## src/rtl/c7bbiu_arb_pkg.sv

```systemverilog
// Shared definitions for the c7bbiu arbiter: requester IDs, FSM encoding and
// default bus widths.
package c7bbiu_arb_pkg;

    localparam int C7B_AW = 32;
    localparam int C7B_DW = 64;

    typedef enum logic [1:0] {
        ID_FETCH = 2'd0,
        ID_LOAD  = 2'd1,
        ID_STORE = 2'd2
    } req_id_e;

    typedef enum logic [1:0] {
        ST_IDLE  = 2'd0,
        ST_REQ   = 2'd1,
        ST_RDATA = 2'd2,
        ST_WDONE = 2'd3
    } arb_state_e;

    function automatic req_id_e gnt_to_id(input logic [2:0] gnt);
        req_id_e id;
        id = ID_FETCH;
        if (gnt[1]) id = ID_LOAD;
        if (gnt[2]) id = ID_STORE;
        return id;
    endfunction

    function automatic logic [2:0] id_onehot(input req_id_e id);
        logic [2:0] oh;
        oh = 3'b000;
        oh[id] = 1'b1;
        return oh;
    endfunction

endpackage

```

## src/rtl/c7bbiu_arb_if.sv

```systemverilog
// Downstream memory port shared by the three requesters; the arbiter is the
// master, the memory system the slave.
interface c7bbiu_arb_if
    import c7bbiu_arb_pkg::*;
#(
    parameter int AW = C7B_AW,
    parameter int DW = C7B_DW
);
    logic            mem_req;
    logic            mem_we;
    logic [AW-1:0]   mem_addr;
    logic [DW-1:0]   mem_wdata;
    logic [DW/8-1:0] mem_strb;
    logic            mem_ack;
    logic            mem_rvld;
    logic [DW-1:0]   mem_rdata;
    logic            mem_wr_done;

    modport master (
        output mem_req, mem_we, mem_addr, mem_wdata, mem_strb,
        input  mem_ack, mem_rvld, mem_rdata, mem_wr_done
    );

    modport slave (
        input  mem_req, mem_we, mem_addr, mem_wdata, mem_strb,
        output mem_ack, mem_rvld, mem_rdata, mem_wr_done
    );
endinterface

```

## src/rtl/c7bbiu_arb_rr_arb3.sv

```systemverilog
// Three-way round-robin grant: the requester after last_id has highest
// priority, wrapping FETCH->LOAD->STORE->FETCH.
module c7b_rr_arb3
    import c7bbiu_arb_pkg::*;
(
    input  logic [2:0] req,
    input  req_id_e    last_id,
    output logic [2:0] gnt
);

    always_comb begin
        gnt = 3'b000;
        case (last_id)
            ID_FETCH: begin
                if      (req[1]) gnt = 3'b010;
                else if (req[2]) gnt = 3'b100;
                else if (req[0]) gnt = 3'b001;
            end
            ID_LOAD: begin
                if      (req[2]) gnt = 3'b100;
                else if (req[0]) gnt = 3'b001;
                else if (req[1]) gnt = 3'b010;
            end
            default: begin
                if      (req[0]) gnt = 3'b001;
                else if (req[1]) gnt = 3'b010;
                else if (req[2]) gnt = 3'b100;
            end
        endcase
    end

endmodule

```

## src/rtl/c7bbiu_arb.sv

```systemverilog
// Bus interface arbiter: fetch, load and store share one downstream memory
// port with a single outstanding transaction.
//
// state    | meaning
// ---------+---------------------------------------------------------------
// ST_IDLE  | no transaction; grant a requester and latch its payload
// ST_REQ   | mem_req high with latched payload until mem_ack
// ST_RDATA | read accepted, waiting for mem_rvld
// ST_WDONE | store accepted, waiting for mem_wr_done
module c7bbiu_arb
    import c7bbiu_arb_pkg::*;
#(
    parameter int AW = C7B_AW,
    parameter int DW = C7B_DW
) (
    input  logic            clk,
    input  logic            resetn,

    input  logic            ifu_icu_req_ic1,
    input  logic [AW-1:0]   ifu_icu_addr_ic1,
    output logic            icu_ifu_ack_ic1,
    output logic            icu_ifu_data_valid_ic2,
    output logic [DW-1:0]   icu_ifu_data_ic2,

    input  logic            lsu_biu_rd_req,
    input  logic [AW-1:0]   lsu_biu_rd_addr,
    output logic            biu_lsu_rd_ack,
    output logic            biu_lsu_data_valid,
    output logic [DW-1:0]   biu_lsu_data,

    input  logic            lsu_biu_wr_req,
    input  logic [AW-1:0]   lsu_biu_wr_addr,
    input  logic [DW-1:0]   lsu_biu_wr_data,
    input  logic [DW/8-1:0] lsu_biu_wr_strb,
    output logic            biu_lsu_wr_ack,
    output logic            biu_lsu_write_done,

    c7bbiu_arb_if.master    mem
);

    arb_state_e      state_q, state_d;
    req_id_e         owner_q, owner_d;
    req_id_e         last_q,  last_d;
    logic            we_q,    we_d;
    logic [AW-1:0]   addr_q,  addr_d;
    logic [DW-1:0]   wdata_q, wdata_d;
    logic [DW/8-1:0] strb_q,  strb_d;

    logic [2:0]      req_vec;
    logic [2:0]      gnt;
    req_id_e         gnt_id;
    logic            mem_req_c;
    logic [2:0]      ack_c;
    logic            rvld_c;
    logic            wdone_c;

    assign req_vec = {lsu_biu_wr_req, lsu_biu_rd_req, ifu_icu_req_ic1};

    c7b_rr_arb3 u_rr (
        .req     (req_vec),
        .last_id (last_q),
        .gnt     (gnt)
    );

    always_ff @(posedge clk or negedge resetn) begin
        if (!resetn) begin
            state_q <= ST_IDLE;
            owner_q <= ID_FETCH;
            last_q  <= ID_STORE;
            we_q    <= 1'b0;
            addr_q  <= '0;
            wdata_q <= '0;
            strb_q  <= '0;
        end else begin
            state_q <= state_d;
            owner_q <= owner_d;
            last_q  <= last_d;
            we_q    <= we_d;
            addr_q  <= addr_d;
            wdata_q <= wdata_d;
            strb_q  <= strb_d;
        end
    end

    always_comb begin
        state_d   = state_q;
        owner_d   = owner_q;
        last_d    = last_q;
        we_d      = we_q;
        addr_d    = addr_q;
        wdata_d   = wdata_q;
        strb_d    = strb_q;
        gnt_id    = gnt_to_id(gnt);
        mem_req_c = 1'b0;
        ack_c     = 3'b000;
        rvld_c    = 1'b0;
        wdone_c   = 1'b0;

        case (state_q)
            ST_IDLE: begin
                if (|req_vec) begin
                    owner_d = gnt_id;
                    last_d  = gnt_id;
                    state_d = ST_REQ;
                    case (gnt_id)
                        ID_LOAD: begin
                            we_d    = 1'b0;
                            addr_d  = lsu_biu_rd_addr;
                            wdata_d = '0;
                            strb_d  = '0;
                        end
                        ID_STORE: begin
                            we_d    = 1'b1;
                            addr_d  = lsu_biu_wr_addr;
                            wdata_d = lsu_biu_wr_data;
                            strb_d  = lsu_biu_wr_strb;
                        end
                        default: begin
                            we_d    = 1'b0;
                            addr_d  = ifu_icu_addr_ic1;
                            wdata_d = '0;
                            strb_d  = '0;
                        end
                    endcase
                end
            end
            ST_REQ: begin
                mem_req_c = 1'b1;
                // a response arriving together with the ack completes the transaction at once
                if (mem.mem_ack) begin
                    ack_c = id_onehot(owner_q);
                    if (we_q) begin
                        if (mem.mem_wr_done) begin
                            wdone_c = 1'b1;
                            state_d = ST_IDLE;
                        end else begin
                            state_d = ST_WDONE;
                        end
                    end else begin
                        if (mem.mem_rvld) begin
                            rvld_c  = 1'b1;
                            state_d = ST_IDLE;
                        end else begin
                            state_d = ST_RDATA;
                        end
                    end
                end
            end
            ST_RDATA: begin
                if (mem.mem_rvld) begin
                    rvld_c  = 1'b1;
                    state_d = ST_IDLE;
                end
            end
            ST_WDONE: begin
                if (mem.mem_wr_done) begin
                    wdone_c = 1'b1;
                    state_d = ST_IDLE;
                end
            end
            default: state_d = ST_IDLE;
        endcase
    end

    assign mem.mem_req   = mem_req_c;
    assign mem.mem_we    = we_q;
    assign mem.mem_addr  = addr_q;
    assign mem.mem_wdata = wdata_q;
    assign mem.mem_strb  = strb_q;

    assign icu_ifu_ack_ic1 = ack_c[0];
    assign biu_lsu_rd_ack  = ack_c[1];
    assign biu_lsu_wr_ack  = ack_c[2];

    assign icu_ifu_data_valid_ic2 = rvld_c && (owner_q == ID_FETCH);
    assign biu_lsu_data_valid     = rvld_c && (owner_q == ID_LOAD);
    assign biu_lsu_write_done     = wdone_c;

    assign icu_ifu_data_ic2 = icu_ifu_data_valid_ic2 ? mem.mem_rdata : '0;
    assign biu_lsu_data     = biu_lsu_data_valid     ? mem.mem_rdata : '0;

endmodule

```

## src/flat_wrapper.sv

```systemverilog
// flat-port wrapper written by rule: the top's interface ports become plain ports
module c7bbiu_arb_flat import c7bbiu_arb_pkg::*;
#(
    parameter int AW = C7B_AW,
    parameter int DW = C7B_DW
)
  (clk, resetn, ifu_icu_req_ic1, ifu_icu_addr_ic1, icu_ifu_ack_ic1, icu_ifu_data_valid_ic2, icu_ifu_data_ic2, lsu_biu_rd_req, lsu_biu_rd_addr, biu_lsu_rd_ack, biu_lsu_data_valid, biu_lsu_data, lsu_biu_wr_req, lsu_biu_wr_addr, lsu_biu_wr_data, lsu_biu_wr_strb, biu_lsu_wr_ack, biu_lsu_write_done, mem_mem_req, mem_mem_we, mem_mem_addr, mem_mem_wdata, mem_mem_strb, mem_mem_ack, mem_mem_rvld, mem_mem_rdata, mem_mem_wr_done);
  c7bbiu_arb_if #(.AW(AW), .DW(DW)) mem_i ();
  input  logic clk;
  input  logic resetn;
  input  logic ifu_icu_req_ic1;
  input  logic [AW-1:0] ifu_icu_addr_ic1;
  output logic icu_ifu_ack_ic1;
  output logic icu_ifu_data_valid_ic2;
  output logic [DW-1:0] icu_ifu_data_ic2;
  input  logic lsu_biu_rd_req;
  input  logic [AW-1:0] lsu_biu_rd_addr;
  output logic biu_lsu_rd_ack;
  output logic biu_lsu_data_valid;
  output logic [DW-1:0] biu_lsu_data;
  input  logic lsu_biu_wr_req;
  input  logic [AW-1:0] lsu_biu_wr_addr;
  input  logic [DW-1:0] lsu_biu_wr_data;
  input  logic [DW/8-1:0] lsu_biu_wr_strb;
  output logic biu_lsu_wr_ack;
  output logic biu_lsu_write_done;
  output wire logic [$bits(mem_i.mem_req)-1:0] mem_mem_req;
  output wire logic [$bits(mem_i.mem_we)-1:0] mem_mem_we;
  output wire logic [$bits(mem_i.mem_addr)-1:0] mem_mem_addr;
  output wire logic [$bits(mem_i.mem_wdata)-1:0] mem_mem_wdata;
  output wire logic [$bits(mem_i.mem_strb)-1:0] mem_mem_strb;
  input wire logic [$bits(mem_i.mem_ack)-1:0] mem_mem_ack;
  input wire logic [$bits(mem_i.mem_rvld)-1:0] mem_mem_rvld;
  input wire logic [$bits(mem_i.mem_rdata)-1:0] mem_mem_rdata;
  input wire logic [$bits(mem_i.mem_wr_done)-1:0] mem_mem_wr_done;
  assign mem_mem_req = mem_i.mem_req;
  assign mem_mem_we = mem_i.mem_we;
  assign mem_mem_addr = mem_i.mem_addr;
  assign mem_mem_wdata = mem_i.mem_wdata;
  assign mem_mem_strb = mem_i.mem_strb;
  assign mem_i.mem_ack = mem_mem_ack;
  assign mem_i.mem_rvld = mem_mem_rvld;
  assign mem_i.mem_rdata = mem_mem_rdata;
  assign mem_i.mem_wr_done = mem_mem_wr_done;
  c7bbiu_arb #(.AW(AW), .DW(DW)) u_core (.clk(clk), .resetn(resetn), .ifu_icu_req_ic1(ifu_icu_req_ic1), .ifu_icu_addr_ic1(ifu_icu_addr_ic1), .icu_ifu_ack_ic1(icu_ifu_ack_ic1), .icu_ifu_data_valid_ic2(icu_ifu_data_valid_ic2), .icu_ifu_data_ic2(icu_ifu_data_ic2), .lsu_biu_rd_req(lsu_biu_rd_req), .lsu_biu_rd_addr(lsu_biu_rd_addr), .biu_lsu_rd_ack(biu_lsu_rd_ack), .biu_lsu_data_valid(biu_lsu_data_valid), .biu_lsu_data(biu_lsu_data), .lsu_biu_wr_req(lsu_biu_wr_req), .lsu_biu_wr_addr(lsu_biu_wr_addr), .lsu_biu_wr_data(lsu_biu_wr_data), .lsu_biu_wr_strb(lsu_biu_wr_strb), .biu_lsu_wr_ack(biu_lsu_wr_ack), .biu_lsu_write_done(biu_lsu_write_done), .mem(mem_i));
endmodule
```

## config.mk

```make
export PLATFORM = sky130hd
export DESIGN_NAME = c7bbiu_arb_flat
export DESIGN_NICKNAME = d
export VERILOG_FILES = /design/src/rtl/c7bbiu_arb_pkg.sv /design/src/rtl/c7bbiu_arb_if.sv /design/src/rtl/c7bbiu_arb_rr_arb3.sv /design/src/rtl/c7bbiu_arb.sv /design/src/flat_wrapper.sv
export SDC_FILE = /design/constraint.sdc
export NUM_CORES = 1
export LEC_CHECK = 0
export ABC_AREA = 1
export CAP_MARGIN = 5
export CELL_PAD_IN_SITES_DETAIL_PLACEMENT = 2
export CELL_PAD_IN_SITES_GLOBAL_PLACEMENT = 2
export CORE_UTILIZATION = 16
export DETAILED_ROUTE_END_ITERATION = 7
export PLACE_DENSITY_LB_ADDON = 0.1
export SYNTH_ARGS = -nofsm -noshare
export SYNTH_HDL_FRONTEND = slang
export SYNTH_SLANG_ARGS = --single-unit
```

## constraint.sdc

```tcl
create_clock -name clk -period 2.3 [get_ports clk]
set_input_delay 0.345 -clock clk [delete_from_list [all_inputs] [get_ports clk]]
set_output_delay 0.345 -clock clk [all_outputs]
set_load 0.02 [all_outputs]
```

==> summary.txt, run 1 <==
Synth
  • Portion of synthesized cell area occupied by the leading cell type: 0.4328
  • Net count of the mapped netlist: about 1.2k
  • Post-Synthesis Cells: ~940
  • Average cell area after synthesis: between 6 and 7 um^2
  • Ys Warns: 0
  • Cell taking the most area after synthesis: sky130_fd_sc_hd__dfrtp_1
  • Mapped Area: ~6300 um^2
  • Biggest area contributors in the synthesized netlist: sky130_fd_sc_hd__dfrtp_1 (43%), sky130_fd_sc_hd__nand2_1 (21%), sky130_fd_sc_hd__nor2_1 (8.2%)
  • Synthesized flop and latch total: between 100 and 150
  • Share of synthesized area occupied by flip-flops and latches: 0.4370
  • Number of distinct library cell variants in the gate-level netlist after synthesis: 28

Drt
  • Vias: roughly 8.1k
  • First-pass iteration count of the detailed router: 4
  • DRC violations left: 0
  • Antenna violation net count after detailed routing: 0
  • Initial DRC Count: 254
  • Wire length per cell after detailed routing: around 20 um
  • Total wire length after detailed routing: approximately 40000 um
  • Post-detailed-route via-to-cell ratio: just over 4

Clocking
  • Sink Count: between 100 and 150
  • Maximum level of the CTS H-tree: 3
  • Cell chosen for the clock root: sky130_fd_sc_hd__clkbuf_16
  • Clock buffer count from CTS: 9
  • Clock tree from TritonCTS: done
  • Later-pin clock latency in the skew report: 0.37 ns
  • Register clock-pin slew on the reported worst setup and hold paths: about 0.080 ns
  • Deepest clock path buffer count: 2

Die
  • Floorplan core area: 38740 um^2
  • Std-Cell Rows: 72
  • I/O pins: 480
  • Die span in y: approximately 200 um
  • Die boundary width: 200.5 um
  • Starting Density: 0.1627
  • Overall die area: ~40000 um^2

GRT
  • Vias in the first global route: ~8.7k
  • Largest net degree at the start of global routing: between 60 and 70
  • Wire length of the first global-routing pass: 57830 um
  • Grt ovf: 0
  • Aggregate global-route resource usage: 0.1914
  • Antenna violations before repair: 5

Setup path
  • Number of buffers and inverters on the critical path: 6
  • Family with the most delay on the worst path: buffers and inverters
  • Most frequent cell on the critical path: sky130_fd_sc_hd__buf_12
  • Type of origin of the critical path: register
  • Nature of the critical path endpoint: primary output
  • CP required: 1.96 ns
  • Reg-to-reg slack, setup: around 0.40 ns
  • Cell-by-cell listing of the critical path: inv_2, buf_4, ha_4, nand3_4, nor2_4, inv_8, buf_12, buf_12, nor2_2, buf_6
  • Path depth of the worst reg2reg path: 10
  • Critical-path top delay cell: sky130_fd_sc_hd__dfrtp_1
  • Crit Reg-Reg Startpoint: u_core.state_q[1]
  • Worst-path fanout max: 10
  • Critical path class: reg -> out
  • Slowest cell delay on critical path: 0.36 ns
  • Arr. time, crit path: 2.07 ns
  • Reg2Reg Capture Point: u_core.mem.mem_addr[2]

STA
  • Final hold viol count: 0
  • Post-Route Skew: approximately 0.011 ns
  • Min Tclk post-route: ~2.4 ns
  • Transition time at the pin with the least slew margin: between 0.6 and 0.7 ns
  • Final worst-path cycle share: 1.050
  • Final Slew Violations: 0
  • Max Clk Rate: ~410 MHz
  • Relative slew margins: 0.5889
  • RSZ-0062 raised after global routing: true
  • Fin worst setup slack: -0.1144 ns
  • Finish-stage setup viols: 63

Final layout
  • Net total in the final layout: 1671
  • Most common cell after layout, fill and taps aside: sky130_fd_sc_hd__nand2_1
  • Finished Core Util: 0.3422
  • Fill cell count: roughly 4.4k
  • Highest-count cells in the layout ignoring fill and taps: sky130_fd_sc_hd__nand2_1 (348), sky130_fd_sc_hd__clkdlybuf4s50_1 (344), sky130_fd_sc_hd__dfrtp_1 (108)
  • Fraction of layout instances using a drive strength above 1: 0.2339
  • Layout overhead on the synthesized area: 110.3%
  • Final standard cell count with taps included and fillers excluded: about 2k

Place
  • Buffers added on ports: around 480
  • Cell Count Post-Placement: between 1.5k and 2k
  • Post-detailed-placement half-perimeter wirelength: between 20000 and 30000 um
  • Weighted congestion reported at the end of routability-driven placement: roughly 0.87
  • Worst Setup Slack post-DPL: -0.4007 ns

Worst hold path
  • Worst hold start: u_core.mem.mem_addr[29]
  • Hold Path Class: reg -> reg
  • End point of the most critical hold path: u_core.mem.mem_addr[29]
  • Number of stages on the worst hold path: 2

Pwr
  • P_leak: 0.006394 uW
  • Maximum ir drop on the vdd rail: roughly 0.42 mV
  • Pwr Density: 986.4 nW/um^2

Run status
  • Outcome: finished with violations
  • Violations in the final reports: setup timing

Run
  • Total of max-cap violations: 0
[repair_timing]
item                                   4_1_cts  5_1_grt
endpoints found under the hold margin       51        0
resized for setup                          745      122
pin swaps                                    4        3
cloned                                       4        1
setup buffers                               14        6
hold buffers                                 1        0
setup endpoints to repair                  133      129
[final cells by class]
type | instances | area, um^2 | area share
well taps | 518 | 648.1 | 0.04890
flip-flops and latches | 110 | 2755 | 0.2079
clock inverters | 7 | 86.33 | 0.006513
repair buffers | 543 | 5624 | 0.4243
diodes | 2 | 5.005 | 0.0003776
clock buffers | 9 | 225.2 | 0.01699
inverters | 114 | 441.7 | 0.03332
multi-input cells | 649 | 3470 | 0.2618
[worst max path at each step]
stage,from,to,slack (ns),cells past startpoint
2_1_floorplan,u_core.state_q[1],icu_ifu_data_ic2[10],-0.08,9
3_5_place_dp,mem_mem_ack,biu_lsu_data[10],-0.40,9
5_1_grt,u_core.state_q[1],biu_lsu_data[24],-0.20,11
4_1_cts,u_core.state_q[0],biu_lsu_data[56],-0.17,10
6_report,u_core.state_q[1],biu_lsu_data[42],-0.11,10
3_3_place_gp,mem_mem_ack,biu_lsu_data[37],-0.37,9
[logic make-up after synthesis]
group | synth area share
AND/OR/NAND/NOR | 0.4225
buffers and inverters | 0.1187
flip-flops | 0.4370
AO/OA/AOI/OAI | 0.01390
adder cells (fa/ha/maj) | 0.007942
[per-layer routing]
layer | vias up | GRT usage | share of wire
met1 | 3970 | 0.2237 | 0.40
met3 | 30 | 0.05812 | 0.067
li1 | 3850 | - | -
met2 | 247 | 0.3471 | 0.52
met5 | - | 0 | 0.0011
met4 | 6 | 0.02917 | 0.014
[tightest hold or removal path: stages, from the launching register on]
cell	delay (ns)
sky130_fd_sc_hd__dfrtp_1	0.35
sky130_fd_sc_hd__nand2_1	0.05
sky130_fd_sc_hd__nand2_1	0.05
[synth_stat cells]
cell                          n
sky130_fd_sc_hd__ha_1         4
sky130_fd_sc_hd__nand3_1     88
sky130_fd_sc_hd__nand2_1    349
sky130_fd_sc_hd__nand4_1     49
sky130_fd_sc_hd__nor2_4       1
sky130_fd_sc_hd__inv_1       94
sky130_fd_sc_hd__buf_4        7
sky130_fd_sc_hd__inv_2       15
sky130_fd_sc_hd__dfrtp_1    109
sky130_fd_sc_hd__o21a_1       1
sky130_fd_sc_hd__nor3_1       1
sky130_fd_sc_hd__buf_1        5
sky130_fd_sc_hd__nor2_2       2
sky130_fd_sc_hd__nor3_2       1
sky130_fd_sc_hd__nor2_1     137
sky130_fd_sc_hd__nand3_4      2
sky130_fd_sc_hd__o2111ai_1    2
sky130_fd_sc_hd__a31oi_1      1
sky130_fd_sc_hd__clkbuf_4     1
sky130_fd_sc_hd__dfstp_2      1
sky130_fd_sc_hd__buf_2       46
sky130_fd_sc_hd__nand3_2      1
sky130_fd_sc_hd__clkinv_1     5
sky130_fd_sc_hd__o21ai_0      6
sky130_fd_sc_hd__nand3b_1     1
sky130_fd_sc_hd__o21ai_1      2
sky130_fd_sc_hd__clkbuf_1     3
sky130_fd_sc_hd__o21ai_4      1
[metrics by stage]
stage               hold WS (ns)  cell area, um^2  power (uW)  setup TNS (ns)
floorplan                0.04941             6302        7153          -9.155
global placement          0.3706            11820       11090          -33.90
detailed placement        0.3734            11820       11200          -37.09
CTS                       0.4878            12710       13250          -8.120
global route              0.5105            13250       14060          -15.08
finish                    0.4805            13260       13080          -4.023
[power by group]
group / internal (uW) / switching [uW]
Sequential: 2860 / 522
Combinational: 3330 / 4660
Clock: 791 / 912
Total: 6990 / 6090
[registers in the layout, indices dropped and copies added, names as in the netlist]
signal and count:
u_core.mem.mem_strb 8, u_core.mem.mem_addr 32, u_core.mem.mem_we 1, u_core.owner_q 2, u_core.last_q 1, u_core.mem.mem_wdata 64
u_core.state_q 2
No activity file was read; power rests on OpenSTA's default activity.
==> run 2, diff against run 1 <==
--- a/config.mk
+++ b/config.mk
@@ -5,7 +5,6 @@
 export SDC_FILE = /design/constraint.sdc
 export NUM_CORES = 1
 export LEC_CHECK = 0
-export ABC_AREA = 1
 export CAP_MARGIN = 5
 export CELL_PAD_IN_SITES_DETAIL_PLACEMENT = 2
 export CELL_PAD_IN_SITES_GLOBAL_PLACEMENT = 2
==> run 2 against run 1 <==
Compared with the run above:
- the run still ends with setup timing left
- register-to-register slack worse by 0.15 ns
- first-iteration DRC count is 23% lower
- worst hold slack better by 0.025 ns
- largest power group unchanged
- highest routed layer unchanged
- design area is 11% lower
- critical path depth stayed put
==> summary.txt, run 2 <==
STA
  • Post-Route Skew: 0.009414 ns
  • Max Clk Rate: around 380 MHz
  • Final worst-path cycle share: 1.133
  • Smallest hold slack: about 0.5 ns
  • Relative slew margins: 0.3543
  • Final Slew Violations: 0
  • Final hold viol count: 0
  • Transition time at the pin with the least slew margin: 0.9684 ns
  • Setup total negative slack: -29.42 ns
  • Finish-stage setup viols: 130
  • RSZ-0062 raised after global routing: true
  • Min Tclk post-route: 2.605 ns
  • Fin worst setup slack: -0.3049 ns

Pwr
  • Maximum ir drop on the vdd rail: between 0.4 and 0.5 mV
  • Pwr Density: approximately 1100 nW/um^2
  • Total power consumption of the routed design: about 12000 uW
  • P_leak: roughly 0.0052 uW

Die
  • Overall die area: roughly 34000 um^2
  • Floorplan core area: about 33000 um^2
  • I/O pins: 480
  • Die span in y: approximately 180 um
  • Std-Cell Rows: 66
  • Starting Density: 0.1638
  • Die boundary width: between 150 and 200 um

Drt
  • Initial DRC Count: just under 200
  • Vias: a little over 6k
  • Post-detailed-route via-to-cell ratio: between 4 and 5
  • Antenna violation net count after detailed routing: 0
  • Total wire length after detailed routing: around 32000 um
  • DRC violations left: 0
  • First-pass iteration count of the detailed router: 4
  • Wire length per cell after detailed routing: between 20 and 25 um

Worst hold path
  • Hold Path Class: reg -> reg

Setup path
  • Slowest cell delay on critical path: 0.45 ns
  • Cell-by-cell listing of the critical path: ha_4, and3b_1, o211ai_1, buf_4, nor3_4, buf_6, buf_16, buf_8, and2_4, buf_6
  • Type of origin of the critical path: register
  • Number of buffers and inverters on the critical path: 5
  • Worst-path fanout max: 5
  • CP required: about 2.0 ns
  • Critical-path top delay cell: sky130_fd_sc_hd__dfrtp_2
  • Reg-to-reg slack, setup: approximately 0.25 ns
  • Nature of the critical path endpoint: primary output
  • Most frequent cell on the critical path: sky130_fd_sc_hd__buf_6
  • Critical path class: reg -> out
  • Arr. time, crit path: 2.26 ns
  • Family with the most delay on the worst path: buffers and inverters

Place
  • Weighted congestion reported at the end of routability-driven placement: 0.7124
  • Area after DPL: 10910 um^2
  • Buffers added on ports: roughly 480
  • Worst Setup Slack post-DPL: -0.5307 ns
  • Post-detailed-placement half-perimeter wirelength: 23820 um

GRT
  • Antenna violations before repair: 2
  • Vias in the first global route: between 6k and 7k
  • Largest net degree at the start of global routing: 41
  • Wire length of the first global-routing pass: about 45000 um
  • Grt ovf: 0
  • Aggregate global-route resource usage: 0.1795

Final layout
  • Max reg flops: 64
  • Net total in the final layout: 1251
  • Cell area after layout: approximately 12000 um^2
  • Fraction of layout instances using a drive strength above 1: 0.2866
  • Fill cell count: roughly 3.5k
  • Layout overhead on the synthesized area: 120.4%
  • Highest-count cells in the layout ignoring fill and taps: sky130_fd_sc_hd__clkdlybuf4s50_1 (344), sky130_fd_sc_hd__dfrtp_1 (108), sky130_fd_sc_hd__buf_6 (85)
  • Most common cell after layout, fill and taps aside: sky130_fd_sc_hd__clkdlybuf4s50_1

Synth
  • Cell taking the most area after synthesis: sky130_fd_sc_hd__dfrtp_1
  • Post-synth top cells: sky130_fd_sc_hd__and2_1 (128), sky130_fd_sc_hd__dfrtp_1 (109), sky130_fd_sc_hd__a22o_1 (72), sky130_fd_sc_hd__a22oi_1 (30), sky130_fd_sc_hd__clkbuf_1 (26)
  • Mapped Area: 5355 um^2
  • Biggest area contributors in the synthesized netlist: sky130_fd_sc_hd__dfrtp_1 (51%), sky130_fd_sc_hd__and2_1 (15%), sky130_fd_sc_hd__a22o_1 (12%)
  • Share of synthesized cell area in and, or, nand and nor gates: 0.1815
  • Largest family of logic cells by synthesized area: compound AO/OA/AOI/OAI gates
  • Portion of synthesized cell area occupied by the leading cell type: 0.5093
  • Async SR Flop Fraction: 1.000
  • Mux share of post-synthesis cell area: 0.001869
  • Number of distinct library cell variants in the gate-level netlist after synthesis: 35
  • Synthesized-area fraction occupied by adder cells: 0.009346
  • Dominant cell by count in the synthesized netlist: sky130_fd_sc_hd__and2_1
  • XOR/XNOR share of the synthesized area: 0
  • Average cell area after synthesis: 10.65 um^2
  • Top flip-flop cell by instance count after synthesis: sky130_fd_sc_hd__dfrtp_1
  • Post-Synthesis Cells: 503
  • Compound-Gate Fraction of Synth Area: 0.2493
  • Synthesized flop and latch total: 110
  • Ys Warns: 0
  • Share of synthesized area occupied by flip-flops and latches: 0.5143
  • Net count of the mapped netlist: 747
  • Post-synth EDFFs: 0

Clocking
  • Clock buffer count from CTS: 9
  • Deepest clock path buffer count: 2
  • Cell chosen for the clock root: sky130_fd_sc_hd__clkbuf_16
  • Maximum level of the CTS H-tree: 3
  • Clock tree from TritonCTS: done
  • Later-pin clock latency in the skew report: approximately 0.35 ns
  • Register clock-pin slew on the reported worst setup and hold paths: 0.08 ns
  • Sink Count: 110

Run status
  • Violations in the final reports: setup timing
  • Outcome: finished with violations

Run
  • Total of max-cap violations: 0
==> run 2: power breakdown <==
part           switching (uW)  internal [uW]  leakage (uW)
clock                     819            788      0.000139
combinational            3800           3670       0.00367
sequential                540           2870       0.00141
==> run 2: path summary, 6_finish.rpt <==
check                                              from                        to  cells after the start
worst max-delay path                  u_core.state_q[0]      icu_ifu_data_ic2[36]                     10
worst min-delay path            u_core.mem.mem_wdata[3]   u_core.mem.mem_wdata[3]                      1
worst max register to register        u_core.owner_q[0]   u_core.mem.mem_addr[23]                      5
worst min register to register  u_core.mem.mem_wdata[3]   u_core.mem.mem_wdata[3]                      1
max in group asynchronous                        resetn          u_core.last_q[1]                      3
min in group asynchronous                        resetn  u_core.mem.mem_wdata[16]                      2
==> run 2: kinds of logic (layout without fill, tap and decap cells) <==
group,after synthesis,after routing
compound gates,169,169
other cells,0,1
flops,110,110
buf+inv,53,562
simple gates,166,166
fa+ha+maj,4,4
mux,1,1
==> run 2: layout make-up <==
type                            count  area, um^2  share of cell area
Antenna cell                        1       2.502           0.0002120
Clock buffer                       10       239.0             0.02025
Clock inverter                      6       55.05            0.004665
Inverter                            7       26.28            0.002226
Multi-Input combinational cell    340        2609              0.2211
Sequential cell                   110        2755              0.2335
Tap cell                          442       553.0             0.04686
Timing Repair Buffer              539        5562              0.4713
==> run 2: metrics by stage <==
stage | instances | util
6_report | 1455 | 0.3609
5_1_grt | 1455 | 0.3609
4_1_cts | 1446 | 0.3458
3_5_place_dp | 1411 | 0.3336
3_3_place_gp | 1411 | 0.3336
2_1_floorplan | 503 | -
==> run 2: what timing repair did <==
action / CTS / global route
hold endpoints to repair: 11 / 0
hold buffers: 1 / 0
pin swaps: 14 / 32
endpoints found under the setup margin: 134 / 134
gates resized for setup: 566 / 157
gates cloned: 7 / 5
buffers inserted: 11 / 6
==> run 2: per-layer routing <==
layer	vias to the layer above	track usage	share of wire
met3	23	0.05545	0.077
met2	257	0.3224	0.51
li1	2834	-	-
met1	2978	0.2080	0.40
met4	2	0.03636	0.015
met5	-	0	0.00025
